===== src/rtl/seq_divider.sv =====
// Iterative radix-2 restoring divider for RV32M DIV/DIVU/REM/REMU.
// One quotient bit per cycle; divide-by-zero and signed overflow resolve immediately.
module seq_divider #(
   parameter int WIDTH = 32
) (
   input  logic             clk,
   input  logic             rst,
   input  logic             start,
   input  logic             flush,
   input  logic [WIDTH-1:0] a,
   input  logic [WIDTH-1:0] b,
   input  logic [1:0]       div_op,
   output logic             busy,
   output logic             done,
   output logic [WIDTH-1:0] result
);

   localparam int CW = $clog2(WIDTH);

   typedef enum logic [1:0] {
      IDLE,
      CALC,
      DONE
   } state_e;

   state_e           state_q;
   logic [WIDTH-1:0] quo_q;
   logic [WIDTH-1:0] rem_q;
   logic [WIDTH-1:0] dvs_q;
   logic [WIDTH-1:0] result_q;
   logic [CW-1:0]    cnt_q;
   logic             rem_op_q;
   logic             negq_q;
   logic             negr_q;
   logic             busy_q;
   logic             done_q;

   logic             sgn_op;
   logic             div0;
   logic             ovf;
   logic [WIDTH-1:0] a_abs;
   logic [WIDTH-1:0] b_abs;

   always_comb begin
      sgn_op = ~div_op[0];
      div0   = (b == '0);
      ovf    = sgn_op
               && (a == {1'b1, {(WIDTH-1){1'b0}}})
               && (b == '1);
      a_abs  = (sgn_op && a[WIDTH-1]) ? -a : a;
      b_abs  = (sgn_op && b[WIDTH-1]) ? -b : b;
   end

   // Partial remainder can reach 2*divisor-1, so the trial is one bit wider.
   logic [WIDTH:0]   rem_sh;
   logic [WIDTH:0]   trial;
   logic             qbit;
   logic [WIDTH-1:0] rem_d;
   logic [WIDTH-1:0] quo_d;
   logic [WIDTH-1:0] res_raw;
   logic             res_neg;
   logic [WIDTH-1:0] result_d;

   always_comb begin
      rem_sh   = {rem_q, quo_q[WIDTH-1]};
      trial    = rem_sh - {1'b0, dvs_q};
      qbit     = ~trial[WIDTH];
      rem_d    = qbit ? trial[WIDTH-1:0] : rem_sh[WIDTH-1:0];
      quo_d    = {quo_q[WIDTH-2:0], qbit};
      res_raw  = rem_op_q ? rem_d : quo_d;
      res_neg  = rem_op_q ? negr_q : negq_q;
      result_d = res_neg ? -res_raw : res_raw;
   end

   always_ff @(posedge clk) begin
      if (rst) begin
         state_q  <= IDLE;
         quo_q    <= '0;
         rem_q    <= '0;
         dvs_q    <= '0;
         result_q <= '0;
         cnt_q    <= '0;
         rem_op_q <= 1'b0;
         negq_q   <= 1'b0;
         negr_q   <= 1'b0;
         busy_q   <= 1'b0;
         done_q   <= 1'b0;
      end else begin
         done_q <= 1'b0;
         unique case (state_q)
            IDLE: begin
               if (start && !flush) begin
                  rem_op_q <= div_op[1];
                  busy_q   <= 1'b1;
                  if (div0) begin
                     result_q <= div_op[1] ? a : '1;
                     done_q   <= 1'b1;
                     state_q  <= DONE;
                  end else if (ovf) begin
                     result_q <= div_op[1] ? '0 : a;
                     done_q   <= 1'b1;
                     state_q  <= DONE;
                  end else begin
                     quo_q   <= a_abs;
                     rem_q   <= '0;
                     dvs_q   <= b_abs;
                     cnt_q   <= CW'(WIDTH-1);
                     negq_q  <= sgn_op & (a[WIDTH-1] ^ b[WIDTH-1]);
                     negr_q  <= sgn_op & a[WIDTH-1];
                     state_q <= CALC;
                  end
               end
            end
            CALC: begin
               if (flush) begin
                  busy_q  <= 1'b0;
                  state_q <= IDLE;
               end else begin
                  quo_q <= quo_d;
                  rem_q <= rem_d;
                  cnt_q <= cnt_q - 1'b1;
                  if (cnt_q == '0) begin
                     result_q <= result_d;
                     done_q   <= 1'b1;
                     state_q  <= DONE;
                  end
               end
            end
            DONE: begin
               busy_q  <= 1'b0;
               state_q <= IDLE;
            end
            default: begin
               busy_q  <= 1'b0;
               state_q <= IDLE;
            end
         endcase
      end
   end

   assign busy   = busy_q;
   assign done   = done_q;
   assign result = result_q;

endmodule


===== config.mk =====
export PLATFORM = sky130hd
export DESIGN_NAME = seq_divider
export DESIGN_NICKNAME = d
export VERILOG_FILES = /design/src/rtl/seq_divider.sv
export SDC_FILE = /design/constraint.sdc
export NUM_CORES = 1
export LEC_CHECK = 0
export BUFFER_PORTS_ARGS = -buffer_cell sky130_fd_sc_hd__buf_2
export CAP_MARGIN = 20
export CORE_MARGIN = 1
export CORE_UTILIZATION = 40
export DETAILED_ROUTE_END_ITERATION = 10
export SETUP_SLACK_MARGIN = 0.02
export SLEW_MARGIN = 20
export SYNTH_ARGS = -nofsm -noshare
export SYNTH_HDL_FRONTEND = slang
export SYNTH_SLANG_ARGS = --single-unit

===== constraint.sdc =====
create_clock -name clk -period 6 [get_ports clk]
set_input_delay 0.6 -clock clk [delete_from_list [all_inputs] [get_ports clk]]
set_output_delay 0.6 -clock clk [all_outputs]
set_load 0.05 [all_outputs]

==> flow_summary_export.csv <==
group,metric,value,unit
status,run_status,"finished, final reports clean",
grt,top_usage_layer,"met2",
die,dieArea,28600,um^2
synthesis,synth_cell_type_count,93,
clock_network,post_cts_buffers,0,
clock_network,cts_buffers,17,
grt,grt_use_met2,42.5,%
synthesis,synth_compound_area_share,29.7,%
final_layout,layout_commonest_cell,"nor2_1",
pwr,power_density,223,nW/um^2
pwr,peakVddDrop,0.183,mV
die,die_w,169,um
pwr,totalPowerFinal,2.76,mW
hold_path,hp-class,"flip-flop to flip-flop",
critical_path,cp_max_fo,15,
grt,gr-usage-met1,30.7,%
die,core,27200,um^2
clock_network,clkLatencyLatePin,0.43,ns
synthesis,synthAdderAreaFrac,5.15,%
drt,vias_per_cell,5.83,
synthesis,netlist_area,11200,um^2
critical_path,end_kind,"flip-flop",
die,io_pins,104,
grt,grt_pass1_vias,10400,
critical_path,start_kind,"flip-flop",
synthesis,postSynth.asyncResetShare,0,%
synthesis,synth-simple-area-share,22.8,%
flow_run,cap_violations,0,
grt,grt_max_degree,86,
drt,vias,11300,
synthesis,yosysTopAreaCell,"dfxtp_1",
clock_network,clkTransAtPathRegs,0.06,ns
sta,rsz0062_at_grt,"false",
die,start_util,41.1,%
synthesis,synthTopCellsByArea,"dfxtp_1 25%, nor2_1 8.0%, a21oi_1 6.8%",
sta,fin_crit_sh,83.2,%
synthesis,synth_seq_cells,140,
critical_path,path_delay_family,"compound AO/OA/AOI/OAI gates",
hold_path,min_path_cells,2,
drt,wire_per_inst,18.0,um
critical_path,cp.arrival,5.32,ns
clock_network,clock_path_buffers,2,
pwr,p_leak,4.69,nW
drt,first_pass_iters,5,
sta,max_slew_margin,32.8,%
sta,worstMarginPinSlew,1.01,ns
synthesis,synth_mux_area_share,1.94,%
synthesis,synth-edff-count,0,
drt,wl,35.0,mm
grt,grt.met3_usage,3.75,%
sta,fin_crit,4.99,ns
sta,slew_viol_final,0,
grt,grtUsageTotal,24.6,%
grt,grt_pass1_wl,55.9,mm
drt,detail-route-antenna-nets,0,
sta,max_freq,0.200,GHz
clock_network,clock-sinks,140,
critical_path,crit_path_top_delay_cell,"nor2_2",
synthesis,synth-seq-area-share,25.1,%
synthesis,yosysTopAreaCellShare,25.1,%
grt,antenna_found_initial,0,
sta,final.setup.tns,0,ns
synthesis,avgSynthCellArea,7.33,um^2
clock_network,cts_tree,"done",
critical_path,path_buf_inv,1,
die,rows,60,
critical_path,crit_chain,"inv_1 -> ha_1 -> fa_1 -> nor2b_1 -> o31a_1 -> o21a_4 -> o211ai_4 -> and3_1 -> nor2_2 -> a21oi_1 -> a31oi_1 -> ha_1 -> nor4b_1 -> a31oi_1 -> a21oi_1 -> nand2_1 -> a21o_1 -> xnor2_1 -> nand2_1 -> a32o_1",
die,chipHeight,169,um
drt,drcViolationCount,0,
sta,setup_viol,0,
synthesis,syn_inst,1524,
final_layout,layout-drive-gt1-share,13.1,%
final_layout,layout_common_cells,"236 x nor2_1, 152 x a21oi_1, 139 x dfxtp_1",
synthesis,synth_ff_type,"dfxtp_1",
synthesis,synth-xor-area-share,8.62,%
sta,hold_slack,0.452,ns
synthesis,synth_top_family_by_area,"compound AO/OA/AOI/OAI gates",
critical_path,slowest_delay,0.47,ns
clock_network,post_cts_resized,0,
critical_path,critPathRequiredTime,6.32,ns
critical_path,reg2regPathDepth,20,
synthesis,syn_nets,1633,
placement,place.gp.congestion,0.889,
final_layout,num_antenna_cells,0,
critical_path,path_class,"flip-flop to flip-flop",
final_layout,final_nets,1669,
final_layout,syn2layout_area_growth,10.6,%
sta,hold_viol,0,
clock_network,ctsHoldBuffers,0,
critical_path,cp_num_cells,20,
final_layout,post-route-util,45.5,%
placement,dp_hpwl,25.7,mm
placement,portBuffers,103,
synthesis,synth-warning-count,0,
clock_network,htree_levels,4,
sta,clock_skew,0.00961,ns
drt,drtIter0Drc,864,
grt,overflow,0,
clock_network,clockRootBuffer,"clkbuf_16",
## path summary, 6_finish.rpt
path / startpoint / end / slack (ns)
max: quo_q[31] / result[16] / 1.01
min: result[11] / result[11] / 0.45
max reg2reg: quo_q[31] / result[16] / 1.01
min reg2reg: result[11] / result[11] / 0.45
## cell families after synthesis
| group | Yosys count |
|---|---|
| AO/OA/AOI/OAI | 493 |
| buffers and inverters | 156 |
| AND/OR/NAND/NOR | 557 |
| XOR/XNOR | 110 |
| multiplexers | 21 |
| adder cells (fa/ha/maj) | 47 |
| flip-flops | 140 |
## cells in the mapped netlist, types with 10 or more instances
cell type and n:
xor2_1 52, nor2_1 238, a211oi_1 57, mux2i_1 16, nor2b_1 15, inv_1 54, nor3_1 44, nand4_1 18
a31oi_1 27, ha_1 38, nand3_1 25, nor4_1 13, clkbuf_1 69, o21a_1 12, clkbuf_8 13, a21oi_1 152
nand2_1 136, a22oi_1 13, buf_1 11, o31ai_1 17, nand2b_1 10, xnor2_1 58, dfxtp_1 140, o21ai_0 87
a222oi_1 18, o211ai_1 13
## through the flow
| stage | setup WS (ns) | instance area (um^2) | cells |
|---|---|---|---|
| CTS | 1.07 | 12400 | 1944 |
| global placement | 1.17 | 11800 | 1913 |
| floorplan | 1.09 | 11200 | 1524 |
| detailed placement | 1.09 | 11800 | 1913 |
| finish | 1.01 | 12400 | 1944 |
| global route | 0.573 | 12400 | 1944 |
## registers in the layout (all words and copies together), names as in the netlist
| signal | count |
|---|---|
| result | 32 |
| dvs_q | 32 |
| negq_q | 1 |
| state_q | 2 |
| quo_q | 32 |
| rem_q | 32 |
| rem_op_q | 1 |
| cnt_q | 5 |
| done | 1 |
| negr_q | 1 |
| busy | 1 |
## layer usage
metal	up-vias	share of wire, %	wire length, um
met1	5398	43	15200
met3	62	4.3	1510
met2	277	49	17200
met4	0	3.3	1160
met5	-	0	0
li1	5602	-	-
## power by group
group | leakage, nW | internal [mW] | switching [mW]
Clock | 0.273 | 0.642 | 0.434
Combinational | 3.28 | 0.245 | 0.435
Sequential | 1.14 | 0.968 | 0.0321
Total | 4.69 | 1.86 | 0.902
## worst reg2reg max path: stages (launching register included)
cell and delay (ns):
dfxtp_1 0.36, inv_1 0.08, ha_1 0.22, fa_1 0.40
nor2b_1 0.17, o31a_1 0.28, o21a_4 0.21, o211ai_4 0.10
and3_1 0.29, nor2_2 0.47, a21oi_1 0.08, a31oi_1 0.21
ha_1 0.23, nor4b_1 0.28, a31oi_1 0.16, a21oi_1 0.27
nand2_1 0.27, a21o_1 0.27, xnor2_1 0.16, nand2_1 0.09
a32o_1 0.27
## cell type report
class | instances | area (um^2)
multi-input cells | 1228 | 7670
repair buffers | 119 | 638
clock inverters | 10 | 116
flip-flops and latches | 140 | 2800
clock buffers | 21 | 470
well taps | 372 | 465
inverters | 54 | 203
fillers | 2864 | 14800
Power figures use the tool's default switching activity.
